File: config.mk
export PLATFORM = sky130hd
export DESIGN_NAME = digital_clock_hms
export DESIGN_NICKNAME = d
export VERILOG_FILES = /design/src/rtl/digital_clock_hms.sv
export SDC_FILE = /design/constraint.sdc
export NUM_CORES = 1
export LEC_CHECK = 0
export CAP_MARGIN = 10
export CORE_MARGIN = 2
export CORE_UTILIZATION = 50
export CTS_BUF_LIST = sky130_fd_sc_hd__clkbuf_4 sky130_fd_sc_hd__clkbuf_8
export DETAILED_ROUTE_END_ITERATION = 8
export PLACE_DENSITY = 0.86
export SYNTH_ARGS = -nofsm -noshare
export SYNTH_HDL_FRONTEND = slang
export SYNTH_SLANG_ARGS = --single-unit
File: constraint.sdc
create_clock -name clk_in -period 5.4 [get_ports clk_in]
set_input_delay 1.08 -clock clk_in [delete_from_list [all_inputs] [get_ports clk_in]]
set_output_delay 1.08 -clock clk_in [all_outputs]
set_load 0.1 [all_outputs]
File: src/rtl/digital_clock_hms.sv
`default_nettype none
// ============================================================================
//  Module   : digital_clock_hms
//  Purpose  : 24-hour BCD hh:mm:ss time-of-day counter. Samples the 1 Hz
//             divider output as data on the system clock, advances one second
//             per rising edge, and supports minute/hour setting from debounced
//             buttons. Optional alarm comparator enabled by DIGCLK_ALARM_EN.
//  Revision : 1.0 - initial release
// ============================================================================
module digital_clock_hms #(
  parameter int RST_HOUR = 0,
  parameter int RST_MIN  = 0,
  parameter int RST_SEC  = 0
) (
  input  logic       clk_in,
  input  logic       rst,
  input  logic       tick_in,
  input  logic       run,
  input  logic       set_min,
  input  logic       set_hour,
`ifdef DIGCLK_ALARM_EN
  input  logic [7:0] alarm_hh,
  input  logic [7:0] alarm_mm,
  input  logic       alarm_arm,
  output logic       alarm_out,
`endif
  output logic [1:0] hour_tens,
  output logic [3:0] hour_ones,
  output logic [2:0] min_tens,
  output logic [3:0] min_ones,
  output logic [2:0] sec_tens,
  output logic [3:0] sec_ones,
  output logic       sec_pulse,
  output logic       day_pulse
);

  // Reset time converted from binary parameters to BCD digits
  localparam logic [1:0] c_rst_ht = 2'(RST_HOUR / 10);
  localparam logic [3:0] c_rst_ho = 4'(RST_HOUR % 10);
  localparam logic [2:0] c_rst_mt = 3'(RST_MIN / 10);
  localparam logic [3:0] c_rst_mo = 4'(RST_MIN % 10);
  localparam logic [2:0] c_rst_st = 3'(RST_SEC / 10);
  localparam logic [3:0] c_rst_so = 4'(RST_SEC % 10);

  // BCD increment modulo 60; MSB of the result flags the 59 -> 00 wrap
  function automatic logic [7:0] inc_m60(input logic [2:0] tens, input logic [3:0] ones);
    logic [7:0] r;
    if (ones != 4'd9)      r = {1'b0, tens, ones + 4'd1};
    else if (tens != 3'd5) r = {1'b0, tens + 3'd1, 4'd0};
    else                   r = {1'b1, 3'd0, 4'd0};
    return r;
  endfunction

  // BCD increment modulo 24; MSB of the result flags the 23 -> 00 wrap
  function automatic logic [6:0] inc_h24(input logic [1:0] tens, input logic [3:0] ones);
    logic [6:0] r;
    if (tens == 2'd2 && ones == 4'd3) r = {1'b1, 2'd0, 4'd0};
    else if (ones == 4'd9)            r = {1'b0, tens + 2'd1, 4'd0};
    else                              r = {1'b0, tens, ones + 4'd1};
    return r;
  endfunction

  logic tick_s1_q, tick_s2_q, tick_prev_q;
  logic min_s1_q, min_s2_q, min_prev_q;
  logic hour_s1_q, hour_s2_q, hour_prev_q;

  logic [1:0] hour_tens_q, hour_tens_d;
  logic [3:0] hour_ones_q, hour_ones_d;
  logic [2:0] min_tens_q, min_tens_d;
  logic [3:0] min_ones_q, min_ones_d;
  logic [2:0] sec_tens_q, sec_tens_d;
  logic [3:0] sec_ones_q, sec_ones_d;
  logic       sec_pulse_q, sec_pulse_d;
  logic       day_pulse_q, day_pulse_d;

  logic       tick_ev, min_ev, hour_ev, apply_tick;
  logic [7:0] sec_inc, min_inc;
  logic [6:0] hr_inc;

  // Input synchronizers and previous-value registers; tick path resets high
  // because the divider holds its output high during reset
  always_ff @(posedge clk_in) begin
    if (!rst) begin
      tick_s1_q   <= 1'b1;
      tick_s2_q   <= 1'b1;
      tick_prev_q <= 1'b1;
      min_s1_q    <= 1'b0;
      min_s2_q    <= 1'b0;
      min_prev_q  <= 1'b0;
      hour_s1_q   <= 1'b0;
      hour_s2_q   <= 1'b0;
      hour_prev_q <= 1'b0;
    end else begin
      tick_s1_q   <= tick_in;
      tick_s2_q   <= tick_s1_q;
      tick_prev_q <= tick_s2_q;
      min_s1_q    <= set_min;
      min_s2_q    <= min_s1_q;
      min_prev_q  <= min_s2_q;
      hour_s1_q   <= set_hour;
      hour_s2_q   <= hour_s1_q;
      hour_prev_q <= hour_s2_q;
    end
  end

  assign tick_ev    = tick_s2_q & ~tick_prev_q;
  assign min_ev     = min_s2_q & ~min_prev_q;
  assign hour_ev    = hour_s2_q & ~hour_prev_q;
  // A set event always wins; a coincident tick is dropped
  assign apply_tick = tick_ev & run & ~min_ev & ~hour_ev;

  assign sec_inc = inc_m60(sec_tens_q, sec_ones_q);
  assign min_inc = inc_m60(min_tens_q, min_ones_q);
  assign hr_inc  = inc_h24(hour_tens_q, hour_ones_q);

  // Next-time computation: carry chain on tick, independent setting on buttons
  always_comb begin
    hour_tens_d = hour_tens_q;
    hour_ones_d = hour_ones_q;
    min_tens_d  = min_tens_q;
    min_ones_d  = min_ones_q;
    sec_tens_d  = sec_tens_q;
    sec_ones_d  = sec_ones_q;
    sec_pulse_d = 1'b0;
    day_pulse_d = 1'b0;
    if (apply_tick) begin
      sec_pulse_d              = 1'b1;
      {sec_tens_d, sec_ones_d} = sec_inc[6:0];
      if (sec_inc[7]) begin
        {min_tens_d, min_ones_d} = min_inc[6:0];
        if (min_inc[7]) begin
          {hour_tens_d, hour_ones_d} = hr_inc[5:0];
          day_pulse_d                = hr_inc[6];
        end
      end
    end
    if (min_ev) begin
      {min_tens_d, min_ones_d} = min_inc[6:0];
      sec_tens_d               = 3'd0;
      sec_ones_d               = 4'd0;
    end
    if (hour_ev) begin
      {hour_tens_d, hour_ones_d} = hr_inc[5:0];
    end
  end

  // Time digits and strobes
  always_ff @(posedge clk_in) begin
    if (!rst) begin
      hour_tens_q <= c_rst_ht;
      hour_ones_q <= c_rst_ho;
      min_tens_q  <= c_rst_mt;
      min_ones_q  <= c_rst_mo;
      sec_tens_q  <= c_rst_st;
      sec_ones_q  <= c_rst_so;
      sec_pulse_q <= 1'b0;
      day_pulse_q <= 1'b0;
    end else begin
      hour_tens_q <= hour_tens_d;
      hour_ones_q <= hour_ones_d;
      min_tens_q  <= min_tens_d;
      min_ones_q  <= min_ones_d;
      sec_tens_q  <= sec_tens_d;
      sec_ones_q  <= sec_ones_d;
      sec_pulse_q <= sec_pulse_d;
      day_pulse_q <= day_pulse_d;
    end
  end

  assign hour_tens = hour_tens_q;
  assign hour_ones = hour_ones_q;
  assign min_tens  = min_tens_q;
  assign min_ones  = min_ones_q;
  assign sec_tens  = sec_tens_q;
  assign sec_ones  = sec_ones_q;
  assign sec_pulse = sec_pulse_q;
  assign day_pulse = day_pulse_q;

`ifdef DIGCLK_ALARM_EN
  logic alarm_out_q;

  // Alarm compare against the registered time, one cycle behind the digits
  always_ff @(posedge clk_in) begin
    if (!rst) begin
      alarm_out_q <= 1'b0;
    end else begin
      alarm_out_q <= alarm_arm
                     && ({2'b00, hour_tens_q, hour_ones_q} == alarm_hh)
                     && ({1'b0, min_tens_q, min_ones_q} == alarm_mm);
    end
  end

  assign alarm_out = alarm_out_q;
`endif

endmodule
`default_nettype wire

**After elaboration in Yosys (flattened, before gate mapping)**

Index checks and enable logic that the tools add are counted.

- Word-level logic and storage cells: 75
- Output and inout port bits: 22
- Input bits: 6
- Bits in registers: 31

- Reduce and logical (&&, ||, !) cells: 11
- Equal/unequal tests: 7
- Bitwise logic cells: 13
- Mux-type cells: 21
- Add/subtract/negate cells: 6

Operators by type and width:

| operator | number |
|---|---|
| 8-bit two-way mux | 4 |
| 4-bit two-way mux | 7 |
| 4-bit by 1-bit adder with 4-bit output (second input constant) | 3 |
| 2-bit nonzero test | 5 |
| 3-bit two-way mux | 3 |
| 2-bit two-way mux | 4 |
| 4-bit != test (second input constant) | 2 |
| 7-bit two-way mux | 1 |
| 1-bit inverter | 7 |
| 3-bit by 1-bit adder with 3-bit output (second input constant) | 2 |
| 1-bit bitwise AND | 6 |
| 6-bit two-way mux | 1 |
| 3-bit != test (second input constant) | 2 |
| 4-bit by 2-bit equality test with 1-bit output (second input constant) | 1 |
| 4-bit equality test (second input constant) | 1 |
| 2-bit AND reduction | 2 |
| 4-bit AND reduction | 1 |
| 3-bit AND reduction | 1 |
| 2-bit by 1-bit adder with 2-bit output (second input constant) | 1 |
| 2-bit equality test (second input constant) | 1 |
| 2-bit OR reduction | 1 |
| 1-bit logical AND | 1 |
| 1-bit two-way mux | 1 |

**Longest topological paths before layout**

Gate-level depths: netlist (run 1).

- Word-level depth: 7
- Depth in mapped cells: 7
- Gate-level depth less buffers: 7

**Worst setup path after synthesis (run 1)**

OpenSTA, ideal clock, no wires.

- Path kind: reg2reg
- From: register sec_ones_q[3], in the netlist sec_ones[3]
- To: register hour_ones_q[2], in the netlist hour_ones[2]
- Buffers on the path: 0
- Period minus slack after synthesis: 2.615 ns
- Arrival: 2.544 ns
- Library setup time: 0.071 ns
- Path slack: 2.785 ns
- Required time: 5.329 ns
- Stages on the path, launching flop included: 6
- Path through: dfxtp_1 > or3b_4 > nor4_4 > a31oi_4 > or4_1 > a21oi_1

- Longest elaborated chain between the ends: 4

RTL lines:

| what | RTL line | RTL |
|---|---|---|
| start, declared | 72 | `logic [3:0] sec_ones_q, sec_ones_d;` |
| start signal, assigned | 155 | `sec_ones_q <= c_rst_so;` |
| start signal, assigned | 164 | `sec_ones_q <= sec_ones_d;` |
| 4-bit != test | 48 | `if (ones != 4'd9) r = {1'b0, tens, ones + 4'd1};` |
| 8-bit two-way mux | 48 |  |
| 2-bit nonzero test (no line) | n/a |  |
| 3-bit AND reduction (no line) | n/a |  |
| end signal, assigned | 151 | `hour_ones_q <= c_rst_ho;` |
| end signal, assigned | 160 | `hour_ones_q <= hour_ones_d;` |
| end, declared | 68 | `logic [3:0] hour_ones_q, hour_ones_d;` |

No other way between the ends.
A chain may end at the register's enable or synchronous reset.

**Worst setup path after layout (run 1)**

- From: register sec_tens_q[1], in the netlist sec_tens[1]
- To: output port sec_tens[1]

RTL lines:

| what | RTL line | RTL |
|---|---|---|
| start, declared | 71 | `logic [2:0] sec_tens_q, sec_tens_d;` |
| start signal, assigned | 154 | `sec_tens_q <= c_rst_st;` |
| start signal, assigned | 163 | `sec_tens_q <= sec_tens_d;` |
| end, declared | 31 | `output logic [2:0] sec_tens,` |

No word-level cell between the ends.

==> results.md, run 1 <==
* Status: completed
* Syn Inst Count at 153
* Initial Util at 0.516
* Post-synthesis mux area share at 0.0215
* Worst Setup End Kind: output pin
* Buf/Inv on CP at 1
* CP max FO at 6
* Complex-gate fraction of the synthesized area at 0.129
* WP depth at 1
* Setup bufs post-CTS at 0
* Fin crit period at approximately 3100 ps
* Clk Latency, worst-skew pair at 340 ps
* Worst-path clk slew at 100 ps
* Number of global-route vias before repair at between 1000 and 1500
* Total wire length at 2.90 mm
* Clock Path Buffers at 2
* Pin count of the biggest net entering global routing at 18
* Post-synthesis cell type count at 38
* DR vias/cell at between 5 and 6
* Routed vias at 1215
* P&R area growth vs syn at 25.3%
* CP max stage cell: clkdlybuf4s50_1
* Cell Pwr Density at 228 nW/µm²
* Root Driver: clkbuf_4
* Max cap viols at 0
* Arr. time, crit path at 1990 ps
* Post-synthesis sequential area ratio at 0.444
* Main synth FF type: dfxtp_1
* Main combinational cell family by area after synthesis: simple AND/OR/NAND/NOR gates
* Final Hold Vio Count at 0
* Row cnt at 19
* Die ar. at 3240 µm²
* Dpl ws at 2430 ps
* IO Port Bufs at 27
* Hold WC Path Type: register to register
* Least-Margin Pin Slew at slightly below 1000 ps
* Crit path to: sec_tens[1]
* Delay-heaviest family, CP: buffers and inverters
* RSZ-0062 raised after global routing: no
* Worst R2R Path Depth at 5
* Share of layout cells above drive strength 1 at 0.0914
* FF+latch area at 621 µm²
* Critical Path RT at 4320 ps
* Worst reg-to-reg setup slack at 3320 ps
* Nets at 194
* All-Layer GR Usage at 0.200
* Finished Cell Area at between 1500 and 2000 µm²
* Die height at 56.9 µm
* P_int at 0.297 mW
* Synth warnings at 0
* Fill count at 238
* Io pins at 28
* H-tree levels at 2
* Seq pwr share at 0.589
* Maximum VDD drop at 0.182 mV
* Ys async rst share at 0
* Pre-antenna DRT Iters at 4
* Die Wd at 56.9 µm
* EDFF count, synth at 0
* Simple-Gate Fraction of Synth Area at 0.333
* DR iter-0 viols at 26
* Leakage at 0.597 nW
* Mapped Area at 1400 µm²
* Residual DRC at 0
* Yosys reg bits at 31
* Syn_area_per_cell at between 9 and 10 µm²
* Xor/xnor share of the synthesized area at 0.0188
* Hold-fix buffer count after cts at 0
* FF-to-FF End: hour_ones[2]
* RePlAce Congestion at 0.771
* Drt wl/cell at 13.4 µm
* Max-Slew Margin vs Limit at 0.344
* Multi-input logic area at between 700 and 800 µm²
* Initial antenna violation count at 0
* Crit-path cells: clkdlybuf4s50_1
* Post-DRT Antenna Nets at 0
* Post-DP HPWL at 2.13 mm
* Clock power share at 0.338
* PnR worst setup slack at 2330 ps
* Hold_ws at 422 ps
* Critical path class: register to output pin
* Comb pwr share at 0.073
* Net Sw Frac at 0.255
* CTS Buf Count at 5
* First-pass GRT wire length at 4.93 mm
* Clk sinks at 31
* Core Area at 2710 µm²
* Grt total ovfl at 0
* Post-Synth Adder-Cell Area at 0.0268
* Part of the cycle the worst path needs at 0.568
* Mapped Nets at 162
* Achievable Freq at 0.326 GHz
* Net Switching at a little over 0.1 mW
* CTS tree: built
* Fin Setup TNS at 0 ps
* Crit path largest cell delay at around 1200 ps
* ANT cells at 0
* Final setup viols at 0
* R2R Path Start: sec_ones[3]
* Slew Limit Fails at 0
* CP Launch Point: sec_tens[1]
* Dpl cell area at approximately 1700 µm²
* Cts repair resizes at 0
* CP Launch Type: register
* Layout Skew at 9.11 ps
-- cell usage after synthesis, types with 2 or more instances --
cell      instances  area share
or3_1             2      0.0089
nand3b_1          4       0.021
nand2_1          13       0.035
nand3_1           3       0.011
ha_1              3       0.027
o31ai_1           2       0.011
nor4b_1           2       0.013
dfxtp_1          31        0.44
o21ai_0           9       0.032
and2_1            6       0.027
nor2b_1           4       0.018
nor3_1            6       0.021
nand4b_1          2       0.013
a21oi_1          15       0.054
or4_1             4       0.021
xnor2_1           2       0.013
nor3b_1           2       0.011
or3_2             4       0.021
nor2_1            7       0.019
nand2b_1          6       0.027
inv_1             7       0.019
mux2i_1           3       0.021
-- final cells by class --
cell class              count  share of cell area
clock buffers               6              0.0257
multi-input cells         113               0.422
well taps                  31              0.0221
inverters                   7              0.0150
flip-flops and latches     31               0.354
clock inverters             2             0.00714
repair buffers             27               0.154
-- layout by cell type, fill, tap and decap left out, types with 3 or more instances in the layout --
cell type / synthesis / final
a21oi_1: 15 / 15
and2_1: 6 / 6
clkbuf_4: 0 / 6
clkdlybuf4s50_1: 0 / 27
dfxtp_1: 31 / 31
ha_1: 3 / 3
inv_1: 7 / 7
mux2i_1: 3 / 3
nand2_1: 13 / 13
nand2b_1: 6 / 6
nand3_1: 3 / 3
nand3b_1: 4 / 4
nor2_1: 7 / 7
nor2b_1: 4 / 4
nor3_1: 6 / 6
o21ai_0: 9 / 9
or3_2: 4 / 4
or4_1: 4 / 4
-- sequential cells by signal, indices dropped and copies added (netlist names), 2 cells and up --
signal / count
sec_tens: 3
sec_ones: 4
min_tens: 3
hour_ones: 4
min_ones: 4
hour_tens: 2
-- per-layer routing --
layer / vias up / share of wire / track usage
met5: - / 0 / 0
met4: 0 / 0.025 / 0.130
met3: 8 / 0.053 / 0.0599
met2: 33 / 0.49 / 0.325
met1: 561 / 0.43 / 0.223
li1: 613 / - / -
-- cells by family (layout without fill, tap and decap cells) --
| kind of cell | count (synthesis) | count (layout) |
|---|---|---|
| flops | 31 | 31 |
| fa+ha+maj | 3 | 3 |
| xor+xnor | 3 | 3 |
| compound gates | 30 | 30 |
| mux | 3 | 3 |
| simple gates | 74 | 74 |
| buf+inv | 9 | 42 |
-- worst min path at each step --
stage / startpoint / end / slack (ps) / cells after the start
after detailed placement: tick_s1_q / tick_s2_q / 400 / 1
final: tick_s1_q / tick_s2_q / 420 / 1
after global routing: tick_s1_q / tick_s2_q / 440 / 1
after floorplan: tick_s1_q / tick_s2_q / 390 / 1
after global placement: tick_s1_q / tick_s2_q / 400 / 1
after CTS: tick_s1_q / tick_s2_q / 420 / 1
-- power by group through the flow --
stage / Clock [mW] / Combinational, mW / Sequential (mW)
finish: 0.135 / 0.0292 / 0.235
global route: 0.151 / 0.0317 / 0.235
CTS: 0.139 / 0.0294 / 0.235
detailed placement: 0 / 0.0293 / 0.240
global placement: 0 / 0.0285 / 0.240
floorplan: 0 / 0.0116 / 0.248
-- through the flow --
stage / total power [mW] / utilization / instances
2_1_floorplan: 0.260 / - / 153
3_3_place_gp: 0.268 / 0.626 / 209
3_5_place_dp: 0.269 / 0.626 / 209
4_1_cts: 0.404 / 0.647 / 217
5_1_grt: 0.418 / 0.647 / 217
6_report: 0.399 / 0.647 / 217
(Power assumes the default switching activity.)
==> run 2: changes to the inputs <==
--- a/config.mk
+++ b/config.mk
@@ -7,10 +7,10 @@
 export LEC_CHECK = 0
 export CAP_MARGIN = 10
 export CORE_MARGIN = 2
-export CORE_UTILIZATION = 50
+export CORE_UTILIZATION = 47
 export CTS_BUF_LIST = sky130_fd_sc_hd__clkbuf_4 sky130_fd_sc_hd__clkbuf_8
 export DETAILED_ROUTE_END_ITERATION = 8
-export PLACE_DENSITY = 0.86
+export PLACE_DENSITY = 0.85
 export SYNTH_ARGS = -nofsm -noshare
 export SYNTH_HDL_FRONTEND = slang
 export SYNTH_SLANG_ARGS = --single-unit
==> constraint.sdc (replaced) <==
create_clock -name clk_in -period 2.65 [get_ports clk_in]
set_input_delay 0.53 -clock clk_in [delete_from_list [all_inputs] [get_ports clk_in]]
set_output_delay 0.53 -clock clk_in [all_outputs]
set_load 0.1 [all_outputs]
==> results.md, run 2 (synthesized netlist as in run 1, its figures left out) <==
* Part of the cycle the worst path needs at 0.796
* Most frequent cells in the layout: 31 x dfxtp_1, 23 x buf_4, 15 x a21oi_1
* CTS tree: built
* Cell Pwr Density at 480 nW/µm²
* Hold_ws at 417 ps
* Row cnt at 19
* RSZ-0062 raised after global routing: no
* CP Launch Type: register
* Die ar. at approximately 3400 µm²
* DR vias/cell at 5.57
* Post-DP HPWL at roughly 2.1 mm
* Slew Limit Fails at 0
* CP max FO at 10
* Worst-path clk slew at 100 ps
* Worst Setup End Kind: register
* Clock Path Buffers at 2
* Fill count at 235
* Pre-antenna DRT Iters at 4
* Number of global-route vias before repair at 1239
* ANT cells at 0
* Die height at just under 60 µm
* Critical path class: register to register
* Core Area at 2780 µm²
* Residual DRC at 0
* CTS Buf Count at 5
* H-tree levels at 2
* Die Wd at 58.6 µm
* Final Hold Vio Count at 0
* Final cell count without fillers at 218
* Pwr Total at 0.818 mW
* R2R Path Start: sec_ones[3]
* Layout Skew at 9.66 ps
* Hold depth at 1
* FF-to-FF End: hour_tens[1]
* All-Layer GR Usage at 0.194
* Total wire length at 2.82 mm
* Hold endpoint: tick_s2_q
* RePlAce Congestion at about 0.76
* Initial antenna violation count at 0
* Hold-fix buffer count after cts at 0
* Grt total ovfl at 0
* Share of layout cells above drive strength 1 at 0.214
* Clk sinks at 31
* Fin Setup TNS at 0 ps
* Most common cell after layout, fill and taps aside: dfxtp_1
* Setup bufs post-CTS at 0
* Status: completed
* Drt wl/cell at roughly 13 µm
* IO Port Bufs at 27
* Final setup viols at 0
* Max-Slew Margin vs Limit at 0.622
* Achievable Freq at between 0.4 and 0.5 GHz
* Least-Margin Pin Slew at roughly 570 ps
* Initial Util at 0.503
* Maximum VDD drop at 0.529 mV
* Placed insts at between 200 and 250
* Arr. time, crit path at 2370 ps
* Root Driver: clkbuf_4
* Hold WC Path Type: register to register
* Io pins at 28
* Max cap viols at 0
* Nets at 195
* Routed vias at around 1200
* Clk Latency, worst-skew pair at 340 ps
* Worst R2R Path Depth at 5
* Worst hold start: tick_s1_q
* Pin count of the biggest net entering global routing at 17
* DR iter-0 viols at 19
* Post-DRT Antenna Nets at 0
* Cts repair resizes at 0
* Critical Path RT at between 2000 and 3000 ps
* Worst reg-to-reg setup slack at roughly 540 ps
* P&R area growth vs syn at 21.9%
* Fin crit period at ~2100 ps
* Leakage at 0.651 nW
* First-pass GRT wire length at 5.00 mm
==> run 2: where the power goes <==
| group | total (mW) | internal (mW) | switching, mW |
|---|---|---|---|
| Sequential | 0.478 | 0.473 | 0.00492 |
| Combinational | 0.0592 | 0.0198 | 0.0394 |
| Clock | 0.281 | 0.124 | 0.157 |
==> run 2: layer usage <==
layer	part of all wire	routed length [µm]	GRT usage
met1	0.42	1180	0.210
met2	0.51	1440	0.342
met3	0.049	138	0.0462
met4	0.024	68	0.110
met5	0	0	0
==> run 2: layout make-up <==
class | count | area [µm²] | area share
multi-input cells | 113 | 739 | 0.434
repair buffers | 28 | 223 | 0.131
clock buffers | 7 | 52.6 | 0.0308
inverters | 7 | 26.3 | 0.0154
clock inverters | 1 | 5.00 | 0.00293
flip-flops and latches | 31 | 621 | 0.364
well taps | 31 | 38.8 | 0.0227
==> run 2: through the flow <==
step	utilization	setup WS, ps	cell area (µm²)
after floorplan	-	35.1	1400
after global placement	0.592	340	1650
after detailed placement	0.592	242	1650
after CTS	0.613	542	1710
after global routing	0.613	430	1710
final	0.613	541	1710
==> run 2: how the worst max path moves through the flow <==
stage / cells past startpoint / slack [ps] / to / from
global placement: 6 / 340 / min_ones[3] / run
global route: 5 / 430 / hour_ones[2] / sec_ones[3]
CTS: 5 / 540 / hour_ones[2] / sec_ones[3]
detailed placement: 6 / 240 / min_ones[3] / run
finish: 5 / 540 / hour_tens[1] / sec_ones[3]
floorplan: 5 / 40 / hour_ones[2] / sec_ones[3]
==> run 2: critical path: stages (launching register included) <==
cell,delay [ps]
dfxtp_1,400
or3b_4,440
nor4_4,390
a31oi_4,180
or3_2,480
a21oi_1,140
